$ cat src/rtl/mem_ctrl_pkg.sv
// Shared types for the memory controller command path: DRAM command codes,
// scheduler FSM states and the per-bank open-row entry.
package mem_ctrl_pkg;

    typedef enum logic [2:0] {
        CMD_READ      = 3'd0,
        CMD_WRITE     = 3'd1,
        CMD_ACTIVATE  = 3'd2,
        CMD_PRECHARGE = 3'd3,
        CMD_NOP       = 3'b111
    } cmd_t;

    typedef enum logic [2:0] {
        IDLE,
        PRE_ISSUE,
        PRE_WAIT,
        ACT_ISSUE,
        ACT_WAIT,
        COL_ISSUE
    } sched_state_t;

    // Row width held in each open-row entry; the scheduler's ROW_BITS must match.
    localparam int OPEN_ROW_BITS = 8;

    typedef struct packed {
        logic                     valid;
        logic [OPEN_ROW_BITS-1:0] row;
    } open_row_t;

endpackage

$ cat src/rtl/address_parser.sv
// Splits a physical address into DRAM fields.
// Layout from LSB upward: column, bank, bank group, row; higher bits are ignored.
module address_parser #(
    parameter int PADDR_BITS = 64,
    parameter int ROW_BITS   = 8,
    parameter int COL_BITS   = 4,
    parameter int BG_BITS    = 2,
    parameter int BA_BITS    = 1
) (
    input  logic [PADDR_BITS-1:0] i_paddr,
    output logic [ROW_BITS-1:0]   o_row,
    output logic [COL_BITS-1:0]   o_col,
    output logic [BG_BITS-1:0]    o_bg,
    output logic [BA_BITS-1:0]    o_ba
);
    localparam int BA_LSB  = COL_BITS;
    localparam int BG_LSB  = BA_LSB + BA_BITS;
    localparam int ROW_LSB = BG_LSB + BG_BITS;
    localparam int USED    = ROW_LSB + ROW_BITS;

    logic w_unused_hi;

    assign o_col       = i_paddr[COL_BITS-1:0];
    assign o_ba        = i_paddr[BG_LSB-1:BA_LSB];
    assign o_bg        = i_paddr[ROW_LSB-1:BG_LSB];
    assign o_row       = i_paddr[USED-1:ROW_LSB];
    assign w_unused_hi = ^i_paddr[PADDR_BITS-1:USED];

endmodule

$ cat src/rtl/open_row_table.sv
// Per-bank open-row tracking: one {valid,row} entry per bank, combinational
// lookup, registered set (ACTIVATE) and clear (PRECHARGE).
module open_row_table
    import mem_ctrl_pkg::*;
#(
    parameter int NUM_BANKS = 8,
    parameter int IDX_BITS  = 3
) (
    input  logic                     i_clk,
    input  logic                     i_rst_n,
    input  logic [IDX_BITS-1:0]      i_lookup_idx,
    output open_row_t                o_lookup,
    input  logic                     i_set,
    input  logic [IDX_BITS-1:0]      i_set_idx,
    input  logic [OPEN_ROW_BITS-1:0] i_set_row,
    input  logic                     i_clr,
    input  logic [IDX_BITS-1:0]      i_clr_idx
);
    open_row_t r_entry [NUM_BANKS];

    // Entry update: ACTIVATE opens a row, PRECHARGE closes the bank.
    always_ff @(posedge i_clk or negedge i_rst_n) begin
        if (!i_rst_n) begin
            for (int unsigned i = 0; i < NUM_BANKS; i++) begin
                r_entry[i] <= '0;
            end
        end else begin
            if (i_set) begin
                r_entry[i_set_idx].valid <= 1'b1;
                r_entry[i_set_idx].row   <= i_set_row;
            end
            if (i_clr) begin
                r_entry[i_clr_idx].valid <= 1'b0;
            end
        end
    end

    assign o_lookup = r_entry[i_lookup_idx];

endmodule

$ cat src/rtl/bank_cmd_scheduler.sv
// In-order DRAM command scheduler: accepts one line request at a time and
// emits PRECHARGE/ACTIVATE/READ/WRITE with latency and burst spacing enforced.
module bank_cmd_scheduler
    import mem_ctrl_pkg::*;
#(
    parameter int ACTIVATION_LATENCY = 8,
    parameter int PRECHARGE_LATENCY  = 5,
    parameter int BURST_CYCLES       = 8,
    parameter int BANK_GROUPS        = 4,
    parameter int BANKS_PER_GROUP    = 2,
    parameter int ROW_BITS           = 8,
    parameter int COL_BITS           = 4,
    parameter int PADDR_BITS         = 64
) (
    input  logic                               clk_in,
    input  logic                               rst_N_in,
    input  logic                               req_valid_in,
    output logic                               req_ready_out,
    input  logic [PADDR_BITS-1:0]              req_addr_in,
    input  logic                               req_write_in,
    input  logic [7:0][63:0]                   req_data_in,
    input  logic                               bursting_in,
    output logic [$clog2(BANK_GROUPS)-1:0]     bank_group_out,
    output logic [$clog2(BANKS_PER_GROUP)-1:0] bank_out,
    output logic [ROW_BITS-1:0]                row_out,
    output logic [COL_BITS-1:0]                col_out,
    output logic [2:0]                         cmd_out,
    output logic                               valid_out,
    output logic [7:0][63:0]                   val_out
);
    localparam int BG_BITS   = $clog2(BANK_GROUPS);
    localparam int BA_BITS   = $clog2(BANKS_PER_GROUP);
    localparam int IDX_BITS  = BG_BITS + BA_BITS;
    localparam int NUM_BANKS = BANK_GROUPS * BANKS_PER_GROUP;
    localparam int WAIT_MAX  = (ACTIVATION_LATENCY > PRECHARGE_LATENCY) ?
                               ACTIVATION_LATENCY : PRECHARGE_LATENCY;
    localparam int WAIT_BITS = $clog2(WAIT_MAX + 1);
    localparam int GAP_BITS  = $clog2(BURST_CYCLES + 1);

    sched_state_t           r_state;
    sched_state_t           w_next_state;
    cmd_t                   w_cmd;
    logic [WAIT_BITS-1:0]   r_wait_cnt;
    logic [GAP_BITS-1:0]    r_gap;

    logic [BG_BITS-1:0]     r_bg;
    logic [BA_BITS-1:0]     r_ba;
    logic [ROW_BITS-1:0]    r_row;
    logic [COL_BITS-1:0]    r_col;
    logic                   r_write;
    logic [7:0][63:0]       r_data;

    logic [BG_BITS-1:0]     w_bg;
    logic [BA_BITS-1:0]     w_ba;
    logic [ROW_BITS-1:0]    w_row;
    logic [COL_BITS-1:0]    w_col;
    open_row_t              w_lookup;
    logic                   w_ready;
    logic                   w_accept;
    logic                   w_col_go;

    address_parser #(
        .PADDR_BITS (PADDR_BITS),
        .ROW_BITS   (ROW_BITS),
        .COL_BITS   (COL_BITS),
        .BG_BITS    (BG_BITS),
        .BA_BITS    (BA_BITS)
    ) u_addr_parser (
        .i_paddr (req_addr_in),
        .o_row   (w_row),
        .o_col   (w_col),
        .o_bg    (w_bg),
        .o_ba    (w_ba)
    );

    open_row_table #(
        .NUM_BANKS (NUM_BANKS),
        .IDX_BITS  (IDX_BITS)
    ) u_open_rows (
        .i_clk        (clk_in),
        .i_rst_n      (rst_N_in),
        .i_lookup_idx ({w_bg, w_ba}),
        .o_lookup     (w_lookup),
        .i_set        (r_state == ACT_ISSUE),
        .i_set_idx    ({r_bg, r_ba}),
        .i_set_row    (r_row),
        .i_clr        (r_state == PRE_ISSUE),
        .i_clr_idx    ({r_bg, r_ba})
    );

    assign w_ready  = (r_state == IDLE) && (r_gap == '0);
    assign w_accept = req_valid_in && w_ready;
    assign w_col_go = (r_state == COL_ISSUE) && (r_gap == '0) && !bursting_in;

    // State register.
    always_ff @(posedge clk_in or negedge rst_N_in) begin
        if (!rst_N_in) begin
            r_state <= IDLE;
        end else begin
            r_state <= w_next_state;
        end
    end

    // Next-state and command decode; the open-row lookup picks the entry path.
    always_comb begin
        w_next_state = r_state;
        w_cmd        = CMD_NOP;
        case (r_state)
            IDLE: begin
                if (w_accept) begin
                    if (w_lookup.valid && (w_lookup.row == w_row)) begin
                        w_next_state = COL_ISSUE;
                    end else if (!w_lookup.valid) begin
                        w_next_state = ACT_ISSUE;
                    end else begin
                        w_next_state = PRE_ISSUE;
                    end
                end
            end
            PRE_ISSUE: begin
                w_cmd        = CMD_PRECHARGE;
                w_next_state = PRE_WAIT;
            end
            PRE_WAIT: begin
                if (r_wait_cnt == '0) begin
                    w_next_state = ACT_ISSUE;
                end
            end
            ACT_ISSUE: begin
                w_cmd        = CMD_ACTIVATE;
                w_next_state = ACT_WAIT;
            end
            ACT_WAIT: begin
                if (r_wait_cnt == '0) begin
                    w_next_state = COL_ISSUE;
                end
            end
            COL_ISSUE: begin
                if (w_col_go) begin
                    w_cmd        = r_write ? CMD_WRITE : CMD_READ;
                    w_next_state = IDLE;
                end
            end
            default: begin
                w_next_state = IDLE;
            end
        endcase
    end

    // Latency counter: loaded while issuing PRE/ACT, counts down through the wait state.
    always_ff @(posedge clk_in or negedge rst_N_in) begin
        if (!rst_N_in) begin
            r_wait_cnt <= '0;
        end else if (r_state == PRE_ISSUE) begin
            r_wait_cnt <= WAIT_BITS'(PRECHARGE_LATENCY - 1);
        end else if (r_state == ACT_ISSUE) begin
            r_wait_cnt <= WAIT_BITS'(ACTIVATION_LATENCY - 1);
        end else if (r_wait_cnt != '0) begin
            r_wait_cnt <= r_wait_cnt - 1'b1;
        end
    end

    // Column spacing counter: reloaded after each column command, saturates at zero.
    always_ff @(posedge clk_in or negedge rst_N_in) begin
        if (!rst_N_in) begin
            r_gap <= '0;
        end else if (w_col_go) begin
            r_gap <= GAP_BITS'(BURST_CYCLES - 1);
        end else if (r_gap != '0) begin
            r_gap <= r_gap - 1'b1;
        end
    end

    // Request capture on handshake; held until the next accepted request.
    always_ff @(posedge clk_in or negedge rst_N_in) begin
        if (!rst_N_in) begin
            r_bg    <= '0;
            r_ba    <= '0;
            r_row   <= '0;
            r_col   <= '0;
            r_write <= 1'b0;
            r_data  <= '0;
        end else if (w_accept) begin
            r_bg    <= w_bg;
            r_ba    <= w_ba;
            r_row   <= w_row;
            r_col   <= w_col;
            r_write <= req_write_in;
            r_data  <= req_data_in;
        end
    end

    assign req_ready_out  = w_ready;
    assign cmd_out        = w_cmd;
    assign valid_out      = (w_cmd != CMD_NOP);
    assign bank_group_out = r_bg;
    assign bank_out       = r_ba;
    assign row_out        = r_row;
    assign col_out        = r_col;
    assign val_out        = r_data;

endmodule

$ cat config.mk
export PLATFORM = sky130hd
export DESIGN_NAME = bank_cmd_scheduler
export DESIGN_NICKNAME = d
export VERILOG_FILES = /design/src/rtl/mem_ctrl_pkg.sv /design/src/rtl/address_parser.sv /design/src/rtl/open_row_table.sv /design/src/rtl/bank_cmd_scheduler.sv
export SDC_FILE = /design/constraint.sdc
export NUM_CORES = 1
export LEC_CHECK = 0
export CELL_PAD_IN_SITES_DETAIL_PLACEMENT = 0
export CELL_PAD_IN_SITES_GLOBAL_PLACEMENT = 1
export CORE_AREA = 3 3 433 435
export DETAILED_ROUTE_END_ITERATION = 16
export DIE_AREA = 0 0 436 438
export DONT_BUFFER_PORTS = 1
export GPL_TIMING_DRIVEN = 0
export PLACE_DENSITY = 0.3
export SLEW_MARGIN = 20
export SYNTH_ARGS = -nofsm -noshare
export SYNTH_HDL_FRONTEND = slang
export SYNTH_SLANG_ARGS = --single-unit
$ cat constraint.sdc
create_clock -name clk_in -period 3.1 [get_ports clk_in]
set_input_delay 0.465 -clock clk_in [delete_from_list [all_inputs] [get_ports clk_in]]
set_output_delay 0.465 -clock clk_in [all_outputs]
set_load 0.01 [all_outputs]
==> results of run 1 <==
-- metrics by stage --
| stage | setup slack [ns] | power [mW] | setup TNS (ns) | instance area, sq um | util [%] |
|---|---|---|---|---|---|
| finish | 0.202 | 30.8 | 0 | 35000 | 19.1 |
| global route | 0.00511 | 32.6 | 0 | 34900 | 19.0 |
| CTS | 0.000298 | 31.4 | 0 | 34700 | 18.9 |
| detailed placement | -0.470 | 20.5 | -163.39 | 26700 | 14.6 |
| global placement | -0.418 | 20.4 | -132.52 | 26700 | 14.5 |
| floorplan | 0.706 | 17.7 | 0 | 23600 | - |
-- cell families after synthesis --
family | after synthesis | synth area share [%]
fa+ha+maj | 3 | 0.159
simple gates | 59 | 1.34
mux | 623 | 30.1
xor+xnor | 8 | 0.297
flops | 611 | 64.8
buf+inv | 79 | 2.20
compound gates | 41 | 1.10
-- worst max path at each step --
stage                               from                  endpoint  slack (ns)  cells past startpoint
floorplan           r_gap[0]$_DFFE_PN0P_    col_out[1]$_DFFE_PN0P_        0.71                      8
global placement    r_gap[0]$_DFFE_PN0P_  val_out[204]$_DFFE_PN0P_       -0.42                      8
detailed placement  r_gap[0]$_DFFE_PN0P_  val_out[316]$_DFFE_PN0P_       -0.47                      8
CTS                 r_gap[0]$_DFFE_PN0P_             req_ready_out      0.0003                      4
global route        r_gap[0]$_DFFE_PN0P_  val_out[295]$_DFFE_PN0P_       0.005                      8
finish              r_gap[0]$_DFFE_PN0P_                cmd_out[0]        0.20                      6
-- area by class of cell --
type / instances / area (sq um)
inverter: 8 / 30.0
clock buffer: 119 / 2420
clock inverter: 28 / 345
antenna: 8 / 20.0
tap: 2464 / 3080
timing repair buffer: 531 / 5400
multi-input combinational: 734 / 7820
buffer: 71 / 542
sequential: 611 / 15300
fill: 19800 / 149000
-- cell usage in the layout (no fill, tap or decap), types with 11 or more instances in the layout --
master / n
dfrtp_1: 611
mux2_2: 593
dlygate4sd3_1: 526
clkbuf_16: 83
buf_4: 52
clkbuf_1: 21
clkbuf_8: 21
mux2i_1: 19
nand2_1: 14
clkinv_2: 13
o21ai_0: 12
mux4_2: 11
-- synth_stat cells (6+ instances only) --
library cell and number:
dfrtp_1 611, a21oi_1 7, o21ai_0 14, clkbuf_1 6, mux2_2 593, buf_2 11, inv_1 8, mux2i_1 19
nand2b_1 7, nand2_1 15, mux4_2 11, nor2_1 11, buf_4 52, a22oi_1 8
-- worst max-delay path: stages (launching register included) --
cell and delay [ns]:
dfrtp_1 0.41, inv_1 0.10, ha_2 0.20, or3b_4 0.42, or2_2 0.36, o21ai_2 0.16, nand2_2 0.11
-- timing repair --
item / CTS / global route
resized for setup: 7 / 11
cloned: 0 / 0
endpoints found under the setup margin: 523 / 255
hold buffers: 525 / 2
hold endpoints to repair: 1137 / 349
-- power by group through the flow --
stage	Combinational [mW]	Clock, mW	Sequential, mW
floorplan	3.63	0	14.0
global placement	4.14	0	16.3
detailed placement	4.29	0	16.2
CTS	4.96	10.3	16.1
global route	5.59	10.6	16.4
finish	5.05	9.84	15.9
-- routing by layer --
layer,share of wire [%],wire (microns),global-route usage [%]
met5,0.021,23,0
met4,2.7,2880,3.59
met3,9.8,10500,4.57
met2,52,55900,19.4
met1,36,38800,11.7
==> metrics.md, run 1 <==
| Metric | Value |
|---|---|
| Synth warn | 0 |
| Core area | around 180000 sq um |
| Fraction of synthesized cell area taken by the top area cell type | 64.8% |
| Clock root buffer | clkbuf_16 |
| WP data required | between 2 and 3 ns |
| Fin nets | 2623 |
| Area of the mapped netlist | 23600 sq um |
| Peak Freq | roughly 0.35 GHz |
| Fin. Hold Viols | 0 |
| Setup bufs post-CTS | 0 |
| Clk network pwr share | between 30% and 40% |
| Tmin final | roughly 2.9 ns |
| WHS Endpoint | r_state[2]$_DFFE_PN0P_ |
| Top cells by area, synth | dfrtp_1 (65%), mux2_2 (28%), buf_4 (1.7%), mux4_2 (1.0%), mux2i_1 (0.81%) |
| Synth async-reset ratio | 100% |
| CTS tree | yes |
| HPWL Detailed | between 80000 and 90000 microns |
| DR vias/cell | roughly 3.3 |
| Final WL | approximately 110000 microns |
| DR pass1 iterations | 4 |
| Power Density | 880 nW/um^2 |
| R2r endpoint | row_out[2]$_DFFE_PN0P_ |
| Detail Route Antenna Nets | 0 |
| Pleak | 15.2 nW |
| Vias in the first global route | 16700 |
| Setup-failing EPs final | 0 |
| Worst vdd ir | between 300 and 400 uV |
| Seq/Total Area, Yosys | about two thirds |
| Area Overhead vs Synth | 48.1% |
| Starting Density | between 10% and 20% |
| GRT Residual Overflow | 0 |
| Cell variety after synth | 40 |
| Crit Path Max Fanout | 6 |
| Post-synth EDFFs | 0 |
| Mapped Cells | between 1000 and 1500 |
| Switching pwr | approximately 10 mW |
| Layout cells sized above 1 | 38.8% |
| Switching share of power | roughly 34% |
| Clock buffer depth | 3 |
| Routed len/inst | ~24 microns |
| Die X | approximately 440 microns |
| Layout Skew | 0.0147 ns |
| Crit Path Class | reg2out |
| Slew HR | about two fifths |
| CP endpoint kind | output pin |
| Worst skew pair latency | slightly below 0.7 ns |
| DRC viols | 0 |
| Int Pwr | ~20 mW |
| Cells after DPL | 3888 |
| R2r worst-path depth | 8 |
| Crit Reg-Reg Startpoint | r_gap[0]$_DFFE_PN0P_ |
| Worst Path Arrival | approximately 2.4 ns |
| Flop pwr share | between 50% and 60% |
| Tcrit/Tclk final | roughly 93% |
| Max cap viols | 0 |
| H-Tree Depth | 3 |
| Die area | 191000 sq um |
| Synthesized net count | ~2000 |
| Slew @ Worst Pin | 0.906 ns |
| Ports | roughly 1100 |
| Status | complete, no violations |
| Fin cells | about 4600 |
| Row cnt | 157 |
| R2r setup slk | between 0.2 and 0.25 ns |
| RSZ-0062 raised after global routing | false |
| CTS sink count | 611 |
| Syn Area/Cell | around 17 sq um |
| CP Launch Type | register |
| Hold depth | 3 |
| Largest net degree at the start of global routing | roughly 610 |
| Initial DRC count | a little under 500 |
| Reg clk slew, reported paths | 0.06 ns |
| Vias | between 15000 and 20000 |
| PortBufs | 0 |
| Hold path start | req_addr_in[14] |
| Post-synth top area cell | dfrtp_1 |
| Yosys reg bits | a little over 600 |
| Die height | between 400 and 500 microns |
| Gr usage total | 10.9% |
| Gpl congestion | 0.830 |
| Hold Slack | roughly 0.16 ns |
| Max-slew violations | 0 |
| Initial antenna violation count | 43 |
| First-pass GRT wire length | between 100000 and 150000 microns |
| Logic pwr share | ~16% |
| Min-delay worst type | in2reg |
| Most used flip-flop cell after synthesis | dfrtp_1 |
| CTS buffer count | between 80 and 90 |
Note: power is estimated with default switching activity, not from simulation.
==> run 2, diff against run 1 <==
Settings changed: CORE_AREA 3 3 433 435 to 4 4 434 436, DIE_AREA 0 0 436 438 to 0 0 438 440.
==> run 2 against run 1 <==
  * Non-clock buffer count unchanged
  * First-iteration DRC count down 2.2%
  * Flip-flop and latch count unchanged
  * Final area down 0.35%
  * Global-route usage down 0.82 points
  * Power down 1.7%
  * Critical endpoint unchanged
==> metrics.md, run 2 (same netlist as run 1, synthesis figures left out) <==
| Metric | Value |
|---|---|
| Routed len/inst | between 20 and 25 microns |
| Starting Density | 12.8% |
| Final WL | around 100000 microns |
| Worst Path Arrival | 2.42 ns |
| Worst slack, placed | -0.308 ns |
| CTS tree | yes |
| Slew @ Worst Pin | approximately 1.2 ns |
| WP data required | 2.63 ns |
| First-pass GRT wire length | roughly 140000 microns |
| Power Density | slightly below 900 nW/um^2 |
| CP max-delay cell | or3b_4 |
| Setup bufs post-CTS | 0 |
| Ports | 1113 |
| CP endpoint kind | output pin |
| WP depth | 6 |
| H-Tree Depth | 3 |
| Die height | roughly 440 microns |
| Family with the most delay on the worst path | simple AND/OR/NAND/NOR gates |
| Fin. Hold Viols | 0 |
| CTS buffer count | 80 |
| Worst Path Buf+Inv | 1 |
| Pleak | about 15 nW |
| Vias | between 10000 and 15000 |
| Max cap viols | 0 |
| CTS sink count | about 600 |
| Reg clk slew, reported paths | around 0.060 ns |
| Max-slew violations | 0 |
| Row cnt | between 150 and 200 |
| Status | complete, no violations |
| Gr usage total | 10.1% |
| Final WS setup | between 0.2 and 0.25 ns |
| Initial antenna violation count | 27 |
| Crit Path Class | reg2out |
| Crit Path Max Fanout | 6 |
| GRT Residual Overflow | 0 |
| Layout cells sized above 1 | approximately two fifths |
| Largest net degree at the start of global routing | around 600 |
| Final instance area | about 35000 sq um |
| Clock root buffer | clkbuf_16 |
| CP Launch Type | register |
| RSZ-0062 raised after global routing | true |
| DRC viols | 0 |
| Layout Skew | 0.0159 ns |
| PortBufs | 0 |
| R2r worst-path depth | 6 |
| Clock buffer depth | 3 |
| Setup TNS Final | 0 ns |
| Hold depth | 3 |
| Slew HR | between 20% and 30% |
| Gpl congestion | 0.812 |
| Setup-failing EPs final | 0 |
| Fin cells | roughly 4600 |
| Total power | just over 30 mW |
| Worst vdd ir | ~400 uV |
| Initial DRC count | 481 |
| Most frequent cells in the layout | dfrtp_1 (611), mux2_2 (593), dlygate4sd3_1 (526) |
| Commonest non-fill, non-tap cell in the layout | dfrtp_1 |
| Die X | around 440 microns |
| DR vias/cell | approximately 3.2 |
| Die area | between 150000 and 200000 sq um |
| Fin nets | roughly 2600 |
| Cells after DPL | between 3000 and 4000 |
| Vias in the first global route | between 15000 and 20000 |
| Finished Core Util | 18.9% |
| Core area | approximately 180000 sq um |
| DR pass1 iterations | 4 |
| Tcrit/Tclk final | between 90% and 100% |
| Peak Freq | about 0.35 GHz |
| HPWL Detailed | between 70000 and 80000 microns |
| Placed Instance Area | roughly 27000 sq um |
| Area Overhead vs Synth | 47.6% |
| Slowest cell delay on critical path | between 0.4 and 0.5 ns |
| Min-delay worst type | in2reg |
| Tmin final | 2.89 ns |
| Crit path cell chain | inv_1 -> ha_1 -> or3b_4 -> or2_4 -> o21ai_4 -> nand2_4 |
| Hold Slack | approximately 0.12 ns |
| Detail Route Antenna Nets | 0 |
| Worst skew pair latency | 0.68 ns |
-- run 2: worst reg2reg max path, stage by stage (launching register included) --
cell	delay, ns
dfrtp_1	0.32
clkbuf_1	0.38
nor2b_1	0.18
buf_2	0.22
nand3_1	0.26
nor2_1	0.98
mux2_2	0.43
-- run 2: worst paths after layout --
check / from / to / slack (ns)
setup / recovery: r_gap[0]$_DFFE_PN0P_ / cmd_out[0] / 0.21
hold / removal: req_addr_in[8] / r_state[2]$_DFFE_PN0P_ / 0.12
setup reg to reg: r_state[0]$_DFFE_PN0P_ / register / 0.22
hold reg to reg: r_gap[2]$_DFFE_PN0P_ / r_gap[2]$_DFFE_PN0P_ / 0.50
max in group asynchronous: rst_N_in / val_out[213]$_DFFE_PN0P_ / 0.84
min in group asynchronous: rst_N_in / val_out[453]$_DFFE_PN0P_ / 0.37
-- run 2: power breakdown --
| part | internal [mW] | switching [mW] | total [mW] |
|---|---|---|---|
| registers | 11.1 | 4.76 | 15.8 |
| clock network | 5.54 | 3.80 | 9.34 |
| logic | 3.23 | 1.82 | 5.04 |
| total | 19.8 | 10.4 | 30.2 |
-- run 2: cell type report --
cell class,instances,area (sq um)
inverter,8,30.0
tap,2480,3100
sequential,611,15300
clock buffer,118,2360
buffer,71,507
fill,20000,150000
timing repair buffer,531,5400
antenna,12,30.0
clock inverter,25,278
multi-input combinational,734,7840
-- run 2: what timing repair did --
action,CTS,global route
cloned,0,0
resized for setup,12,3
endpoints found under the hold margin,1137,334
hold buffers,525,2
pin swaps,1,0
endpoints found under the setup margin,513,137
-- run 2: per-layer routing --
layer / track usage, % / wire [microns]
met1: 10.7 / 36600
met5: 0 / 27
met2: 18.1 / 53400
met4: 2.92 / 2280
met3: 4.52 / 10200
==> run 3, diff against run 2 <==
Settings changed: CORE_AREA 4 4 434 436 to 4 4 426 428, DIE_AREA 0 0 438 440 to 0 0 430 432, SYNTH_HIERARCHICAL set to 1.
==> run 3 against run 2 <==
  * Maximum frequency up 1.6%
  * Global-route usage rose by 0.65 points
  * Cell count is 2.5% lower
  * Worst hold slack better by 0.23 ns
  * Die area fell by 3.6%
  * Non-clock buffer count increased by 33
  * Final area up 1.9%
  * First-iteration DRC count decreased by 8.3%
  * Largest cell class unchanged
  * Highest routed layer unchanged
  * Sequential share of layout area fell by 0.80 points
  * Combinational power up 2%
  * Synthesized cell count down 0.42%
  * Utilization increased by 1.1 points
==> metrics.md, run 3 <==
| Metric | Value |
|---|---|
| Status | complete, no violations |
| Tmin final | between 2 and 3 ns |
| R2r endpoint | val_out[255]$_DFFE_PN0P_ |
| Top cells by area, synth | dfrtp_1 (64%), mux2_2 (28%), buf_6 (2.8%), mux4_1 (1.1%), mux4_2 (0.75%) |
| Int Pwr | 20.6 mW |
| Crit Path Class | reg2reg |
| Synthesized net count | 2002 |
| Slew HR | ~38% |
| Slew @ Worst Pin | roughly 0.94 ns |
| Syn Area/Cell | about 17 sq um |
| Tcrit/Tclk final | about nine tenths |
| Worst skew pair latency | 0.70 ns |
| Clock root buffer | clkbuf_16 |
| Crit Reg-Reg Startpoint | r_gap[0]$_DFFE_PN0P_ |
| CTS tree | yes |
| Clock buffer depth | 3 |
| Initial antenna violation count | 40 |
| Area of the mapped netlist | ~24000 sq um |
| Synth async-reset ratio | 100% |
| Gr usage total | 10.8% |
| Worst Path Arrival | about 3.4 ns |
| Fin nets | about 2600 |
| RSZ-0062 raised after global routing | false |
| DRC viols | 0 |
| Power Density | about 870 nW/um^2 |
| Die height | about 430 microns |
| Clk network pwr share | 33.4% |
| PortBufs | 0 |
| Most used flip-flop cell after synthesis | dfrtp_1 |
| Starting Density | a little over an eighth |
| Switching pwr | between 10 and 15 mW |
| GRT Residual Overflow | 0 |
| CTS buffer count | 81 |
| Fraction of synthesized cell area taken by the top area cell type | between 60% and 70% |
| Post-synth EDFFs | 0 |
| Ports | 1113 |
| Area Overhead vs Synth | 47.6% |
| DR pass1 iterations | 4 |
| Reg clk slew, reported paths | roughly 0.060 ns |
| Worst slack, placed | -0.0947 ns |
| CP Launch Type | register |
| Pleak | about 16 nW |
| Die area | ~190000 sq um |
| Crit Path Max Fanout | 10 |
| Core area | approximately 180000 sq um |
| Worst vdd ir | 429 uV |
| Row cnt | between 150 and 200 |
| Max cap viols | 0 |
| Count leader, synth | dfrtp_1 |
| Switching share of power | roughly a third |
| Layout Skew | between 0.015 and 0.02 ns |
| Gpl congestion | a little under 0.8 |
| DR vias/cell | roughly 3.3 |
| Min-delay worst type | in2async |
| H-Tree Depth | 3 |
| Vias in the first global route | 16900 |
| Setup-failing EPs final | 0 |
| Routed len/inst | roughly 23 microns |
| Largest net degree at the start of global routing | about 610 |
| Layout cells sized above 1 | between 40% and 50% |
| R2r worst-path depth | 9 |
| Die X | around 430 microns |
| CTS sink count | between 600 and 700 |
| Cell variety after synth | between 40 and 50 |
| Peak Freq | 0.352 GHz |
| Vias | 15000 |
| HPWL Detailed | ~80000 microns |
| WP data required | approximately 3.7 ns |
| Max-slew violations | 0 |
| CP endpoint kind | register |
| Most frequent cells after synthesis | dfrtp_1 (611), mux2_2 (601), buf_6 (59) |
| Synth warn | 6 |
| Fin. Hold Viols | 0 |
| Hold Slack | approximately 0.35 ns |
| Yosys reg bits | ~610 |
| Detail Route Antenna Nets | 0 |
| Final WS setup | ~0.26 ns |
| Final WL | a little over 100000 microns |
| Most frequent cells in the layout | dfrtp_1 (611), mux2_2 (601), dlygate4sd3_1 (531) |
| Logic pwr share | about 17% |
| Commonest non-fill, non-tap cell in the layout | dfrtp_1 |
| Mapped Cells | around 1400 |
| Flop pwr share | roughly half |
| First-pass GRT wire length | ~140000 microns |
| Seq/Total Area, Yosys | between 60 and 70% |
| Post-synth top area cell | dfrtp_1 |
| Initial DRC count | 441 |
| R2r setup slk | 0.26 ns |
[run 3: worst max path at each step]
| stage | start | endpoint | slack, ns | cells past startpoint |
|---|---|---|---|---|
| after floorplan | req_addr_in[4] | r_state[2]$_DFFE_PN0P_ | 0.82 | 9 |
| after global placement | req_addr_in[6] | r_state[2]$_DFFE_PN0P_ | -0.05 | 9 |
| after detailed placement | req_addr_in[6] | r_state[2]$_DFFE_PN0P_ | -0.09 | 9 |
| after CTS | r_gap[0]$_DFFE_PN0P_ | cmd_out[2] | 0.006 | 7 |
| after global routing | r_gap[0]$_DFFE_PN0P_ | col_out[1]$_DFFE_PN0P_ | 0.02 | 9 |
| final | r_gap[0]$_DFFE_PN0P_ | val_out[255]$_DFFE_PN0P_ | 0.26 | 9 |
[run 3: layout make-up]
type / instances / area [sq um]
timing repair buffer: 546 / 5530
sequential: 611 / 15300
inverter: 15 / 56.3
buffer: 89 / 862
fill: 19000 / 142000
multi-input combinational: 703 / 7860
antenna: 9 / 22.5
tap: 2355 / 2950
clock buffer: 110 / 2340
clock inverter: 39 / 591
[run 3: what timing repair did]
item	4_1_cts	5_1_grt
setup endpoints to repair	2	39
endpoints found under the hold margin	1142	323
buffers inserted	0	10
pin swaps	0	2
gates resized for setup	1	3
hold buffers	530	2
[run 3: logic make-up after synthesis]
| family | after synthesis | synth area share, % |
|---|---|---|
| compound gates | 26 | 0.734 |
| xor+xnor | 10 | 0.364 |
| fa+ha+maj | 3 | 0.156 |
| buf+inv | 104 | 3.82 |
| flops | 611 | 63.6 |
| mux | 620 | 30.0 |
| simple gates | 44 | 1.29 |
[run 3: power by group through the flow]
stage | sequential, mW | clock (mW) | combinational [mW]
after global placement | 15.8 | 0 | 4.22
after global routing | 15.8 | 11.1 | 5.68
after floorplan | 13.7 | 0 | 3.71
final | 15.5 | 10.3 | 5.13
after detailed placement | 15.7 | 0 | 4.38
after CTS | 15.6 | 10.8 | 5.03
[run 3: worst max-delay path, cell delays in order, from the launching register on]
cell	delay [ns]
dfrtp_1	0.40
inv_1	0.09
ha_1	0.20
or3b_1	0.34
buf_2	0.18
nor4_4	0.37
nand2_4	0.29
buf_6	0.28
buf_6	0.19
mux2_2	0.29
[run 3: stage by stage]
step	std cells	cell area [sq um]	util, %	setup TNS [ns]	power (mW)
after floorplan	1418	24000	-	0	17.4
after global placement	3773	27000	15.2	-0.0522	20.0
after detailed placement	3773	27000	15.2	-0.0947	20.1
after CTS	4452	35200	19.8	0	31.4
after global routing	4474	35500	20.0	0	32.6
final	4477	35500	20.0	0	30.9
[run 3: routing by layer]
metal	up-vias	share of wire [%]	GRT usage (%)
li1	6330	-	-
met1	7781	36	11.4
met2	713	51	19.0
met3	153	10	4.61
met4	6	2.7	3.72
met5	-	0.037	0
==> patch 1: new RTL, flow settings as in run 2 <==
`COL_BITS` is set to 4 in 2 places; all go to 3.
--- a/src/rtl/address_parser.sv
+++ b/src/rtl/address_parser.sv
@@ -3,7 +3,7 @@
 module address_parser #(
     parameter int PADDR_BITS = 64,
     parameter int ROW_BITS   = 8,
-    parameter int COL_BITS   = 4,
+    parameter int COL_BITS   = 3,
     parameter int BG_BITS    = 2,
     parameter int BA_BITS    = 1
 ) (
--- a/src/rtl/bank_cmd_scheduler.sv
+++ b/src/rtl/bank_cmd_scheduler.sv
@@ -9,7 +9,7 @@
     parameter int BANK_GROUPS        = 4,
     parameter int BANKS_PER_GROUP    = 2,
     parameter int ROW_BITS           = 8,
-    parameter int COL_BITS           = 4,
+    parameter int COL_BITS           = 3,
     parameter int PADDR_BITS         = 64
 ) (
     input  logic                               clk_in,
Interface: changed (resized col_out); port bits go from 1113 to 1112. The function was not compared with the original's and may differ.
==> patch 1 against run 2 <==
  * Hold slack worse by 0.0047 ns
  * Register-to-register slack better by 0.09 ns
  * Wire length rose by 1.2%
  * Worst setup slack gained 0.018 ns
  * Total power rose by 0.50%
  * Synthesized area is essentially flat
  * Core utilization about the same
  * Global-route usage is 0.16 points higher
  * Final area is essentially flat
  * Clock power up 0.5%
  * Highest routed layer unchanged
  * Sequential cell count down 1
  * Non-clock buffer count fell by 1
==> patch 1: results <==
metrics = {
    "finish": {
        "drive_gt1_share_pct": 38.7,
        "n_fill_cell": 20000,
    },
    "power_and_ir_drop": {
        "p_leak_nw": 15.1,
        "ir_worst_vdd_mv": 0.447,
    },
    "route": {
        "routed_via_density": 3.26,
        "wl_met3_um": 10000,
        "vias": 14900,
        "routed-wl-met2_um": 52400,
        "wirelength_um": 104000,
    },
    "synth": {
        "syn-instance-count": 1420,
        "synth_area_leaders": "dfrtp_1 65%, mux2_2 28%, buf_4 1.9%",
        "syn_nets": 2004,
        "synth-compound-area-share_pct": 1.08,
        "synth.area.mux_share_pct": 30.1,
        "synth-adder-area-share_pct": 0.159,
    },
    "global_route": {
        "antenna_found_initial": 28,
        "gr-usage-met1_pct": 11.2,
        "use_met3_pct": 4.56,
        "grt_use_met2_pct": 17.5,
        "grt_pass1_wl_um": 139000,
        "track_usage_pct": 10.3,
    },
    "placement": {
        "dp_cells": 3900,
        "pre_cts_slack_ns": -0.0170,
        "placed_area_um2": 26700,
    },
    "sta": {
        "skew_ns": 0.0272,
    },
    "setup_path": {
        "ff2ff_path_depth": 8,
        "crit_path_end": "valid_out",
    },
    "status": {
        "status": "completed",
    },
    "clock_network": {
        "clock-sinks": 610,
    },
}
[patch 1: area by class of cell]
cell class                      instances  area, µm²  area share (%)
Multi-Input combinational cell        731       7830            22.5
Timing Repair Buffer                  530       5390            15.5
Clock buffer                          124       2430            6.99
Clock inverter                         15        201           0.579
Buffer                                 71        523            1.50
Tap cell                             2480       3100            8.91
Inverter                                8       30.0          0.0863
Antenna cell                           15       37.5           0.108
Sequential cell                       610      15300            43.8
[patch 1: power by group through the flow]
stage / clock (mW) / sequential, mW / combinational (mW)
2_1_floorplan: 0 / 14.0 / 3.66
3_3_place_gp: 0 / 16.3 / 4.20
3_5_place_dp: 0 / 16.2 / 4.33
4_1_cts: 9.84 / 16.1 / 5.00
5_1_grt: 10.2 / 16.3 / 5.62
6_report: 9.39 / 15.9 / 5.07
[patch 1: what timing repair did]
| item | CTS | global route |
|---|---|---|
| endpoints found under the setup margin | 14 | 11 |
| pin swaps | 0 | 1 |
| hold endpoints to repair | 1134 | 458 |
| resized for setup | 8 | 2 |
| hold buffers | 524 | 2 |
==> patch 2: new RTL, settings of run 2 <==
Made on the original files. Reset style: synchronous (`i_rst_n` and `rst_N_in`), changed in 5 clocked blocks.
--- a/src/rtl/open_row_table.sv
+++ b/src/rtl/open_row_table.sv
@@ -19,7 +19,7 @@
     open_row_t r_entry [NUM_BANKS];
 
     // Entry update: ACTIVATE opens a row, PRECHARGE closes the bank.
-    always_ff @(posedge i_clk or negedge i_rst_n) begin
+    always_ff @(posedge i_clk) begin
         if (!i_rst_n) begin
             for (int unsigned i = 0; i < NUM_BANKS; i++) begin
                 r_entry[i] <= '0;
--- a/src/rtl/bank_cmd_scheduler.sv
+++ b/src/rtl/bank_cmd_scheduler.sv
@@ -93,7 +93,7 @@
     assign w_col_go = (r_state == COL_ISSUE) && (r_gap == '0) && !bursting_in;
 
     // State register.
-    always_ff @(posedge clk_in or negedge rst_N_in) begin
+    always_ff @(posedge clk_in) begin
         if (!rst_N_in) begin
             r_state <= IDLE;
         end else begin
@@ -148,7 +148,7 @@
     end
 
     // Latency counter: loaded while issuing PRE/ACT, counts down through the wait state.
-    always_ff @(posedge clk_in or negedge rst_N_in) begin
+    always_ff @(posedge clk_in) begin
         if (!rst_N_in) begin
             r_wait_cnt <= '0;
         end else if (r_state == PRE_ISSUE) begin
@@ -161,7 +161,7 @@
     end
 
     // Column spacing counter: reloaded after each column command, saturates at zero.
-    always_ff @(posedge clk_in or negedge rst_N_in) begin
+    always_ff @(posedge clk_in) begin
         if (!rst_N_in) begin
             r_gap <= '0;
         end else if (w_col_go) begin
@@ -172,7 +172,7 @@
     end
 
     // Request capture on handshake; held until the next accepted request.
-    always_ff @(posedge clk_in or negedge rst_N_in) begin
+    always_ff @(posedge clk_in) begin
         if (!rst_N_in) begin
             r_bg    <= '0;
             r_ba    <= '0;
Formal check against the unedited RTL: not equivalent (Yosys sat finds a counterexample within 4 cycles, from zero or initial values and one cycle with rst_N_in low; the reset may be asserted at any time).
==> patch 2 against run 2 <==
  * Cell count up 26%
  * Register-to-register slack worse by 0.03 ns
  * Total power down 3.5%
  * Final area up 0.14%
  * Count of clock-buffer cells in the layout up 10
  * Sequential cell count unchanged
  * Worst setup slack worse by 0.054 ns
  * Synthesized area up 0.17%
  * Wire length up 36%
  * Critical path depth up 1
  * First-iteration DRC count up 67%
  * Core utilization about the same
  * Largest power group unchanged
==> patch 2: results <==
metrics = {
    "status": {
        "status": "completed",
    },
    "sta": {
        "skew_ns": 0.0234,
        "max_slew_margin_pct": 32.6,
        "min_period_over_period_pct": 94.9,
        "fin_hold_ws_ns": 0.209,
    },
    "placement": {
        "placed_area_um2": 26800,
        "pre_cts_slack_ns": -0.988,
        "dp_cells": 5083,
    },
    "synth": {
        "ys.flop_type": "dfxtp_1",
        "synth_area_leaders": "dfxtp_1 46%, nand2_1 17%, a21boi_1 17%",
        "synth_cell_types": 46,
        "ys_seq_area_share_pct": 54.8,
        "syn-instance-count": 2598,
        "yosysMostFrequentCell": "nand2_1",
        "syn_nets": 3182,
        "synth_edf_count": 72,
        "ys_async_sr_fraction_pct": 0,
    },
    "finish": {
        "stdcell_count": 5769,
        "drive_gt1_share_pct": 7.30,
        "finalNetCount": 3803,
        "n_fill_cell": 20700,
    },
    "global_route": {
        "grt_max_degree": 12,
        "grt_pass1_wl_um": 187000,
        "antenna_found_initial": 36,
        "track_usage_pct": 13.9,
    },
    "power_and_ir_drop": {
        "ir_worst_vdd_mv": 0.367,
        "p_leak_nw": 12.1,
    },
    "setup_path": {
        "reg2reg_from": "r_gap[0]",
        "max_stage_delay_ns": 0.40,
        "timing.rr.end": "val_out[433]",
        "ff2ff_path_depth": 11,
        "path_max_fanout": 7,
        "r2r_setup_slack_ns": 0.19,
        "cp.arrival_ns": 2.48,
    },
    "min_path": {
        "hold_path_end": "bank_out",
        "worst_hold_startpoint": "req_addr_in[4]",
    },
    "route": {
        "first_pass_iters": 6,
        "wl_per_cell_um": 24.2,
        "vias": 20500,
        "dr.first_iter.drc_count": 805,
    },
    "clock_network": {
        "clock_latency_ns": 0.70,
        "numCtsBuffers": 87,
    },
}
patch 2: changes by cell type after synthesis, moves of 7 or more:
cell | run 2 | this run
a21boi_0 | 0 | 9
a21boi_1 | 0 | 520
a22oi_1 | 8 | 0
and2_1 | 1 | 68
buf_2 | 11 | 4
buf_4 | 52 | 6
buf_6 | 2 | 56
clkbuf_1 | 6 | 122
dfrtp_1 | 611 | 0
dfxtp_1 | 0 | 539
edfxtp_1 | 0 | 72
mux2_2 | 593 | 3
nand2_1 | 15 | 1068
patch 2: logic make-up (layout without fill, tap and decap cells):
logic type / after synthesis / after routing / share of synthesized area (%)
mux: 31 / 31 / 1.96
fa+ha+maj: 3 / 3 / 0.159
flops: 611 / 611 / 54.8
xor+xnor: 10 / 10 / 0.370
compound gates: 567 / 567 / 17.8
simple gates: 1182 / 1182 / 19.9
buf+inv: 194 / 869 / 4.97
other cells: 0 / 16 / 0
patch 2: per-layer routing:
layer | up-vias | global-route usage [%] | part of all wire, %
li1 | 9775 | - | -
met1 | 9854 | 15.6 | 39
met2 | 715 | 24.7 | 50
met3 | 184 | 4.92 | 8.4
met4 | 4 | 3.97 | 2.4
met5 | - | 0 | 0.020
patch 2: how the worst max path moves through the flow:
stage             start                         to  slack, ns  cells past startpoint
6_report       r_gap[0]                  valid_out       0.16                      7
5_1_grt        r_gap[0]               val_out[487]      0.004                     11
4_1_cts        r_gap[0]                  valid_out      0.005                      7
3_5_place_dp   r_gap[0]               val_out[175]      -0.99                     10
3_3_place_gp   rst_N_in  u_open_rows.r_entry[2][7]      -1.68                      4
2_1_floorplan  r_gap[0]                  valid_out       0.85                      7
patch 2: layout make-up:
type / instances / share of cell area [%]
sequential: 611 / 37.1
multi-input combinational: 1793 / 27.4
timing repair buffer: 532 / 15.3
tap: 2480 / 8.89
clock buffer: 128 / 7.26
buffer: 189 / 3.50
clock inverter: 15 / 0.326
antenna: 16 / 0.115
inverter: 5 / 0.0538
patch 2: what timing repair did:
action | in CTS | in global routing
resized for setup | 32 | 7
hold buffers | 525 | 0
pin swaps | 4 | 0
buffers inserted | 2 | 0
setup endpoints to repair | 531 | 19
hold endpoints to repair | 526 | 0
patch 2: report_power, final:
part / switching (mW) / total [mW] / internal (mW)
Clock: 4.12 / 9.71 / 5.60
Combinational: 4.47 / 7.11 / 2.65
Sequential: 2.69 / 12.3 / 9.65
Total: 11.3 / 29.2 / 17.9
patch 2: worst max-delay path: cells and delay by family (launching register included):
kind | cells | cell delay (ns)
simple gates | 3 | 0.96
flops | 1 | 0.34
buf+inv | 3 | 0.31
fa+ha+maj | 1 | 0.17
patch 2: metrics by stage:
step | TNS (ns) | util (%)
global route | 0 | 18.9
floorplan | 0 | -
detailed placement | -272.58 | 14.5
CTS | 0 | 18.9
finish | 0 | 18.9
global placement | -429.04 | 14.5
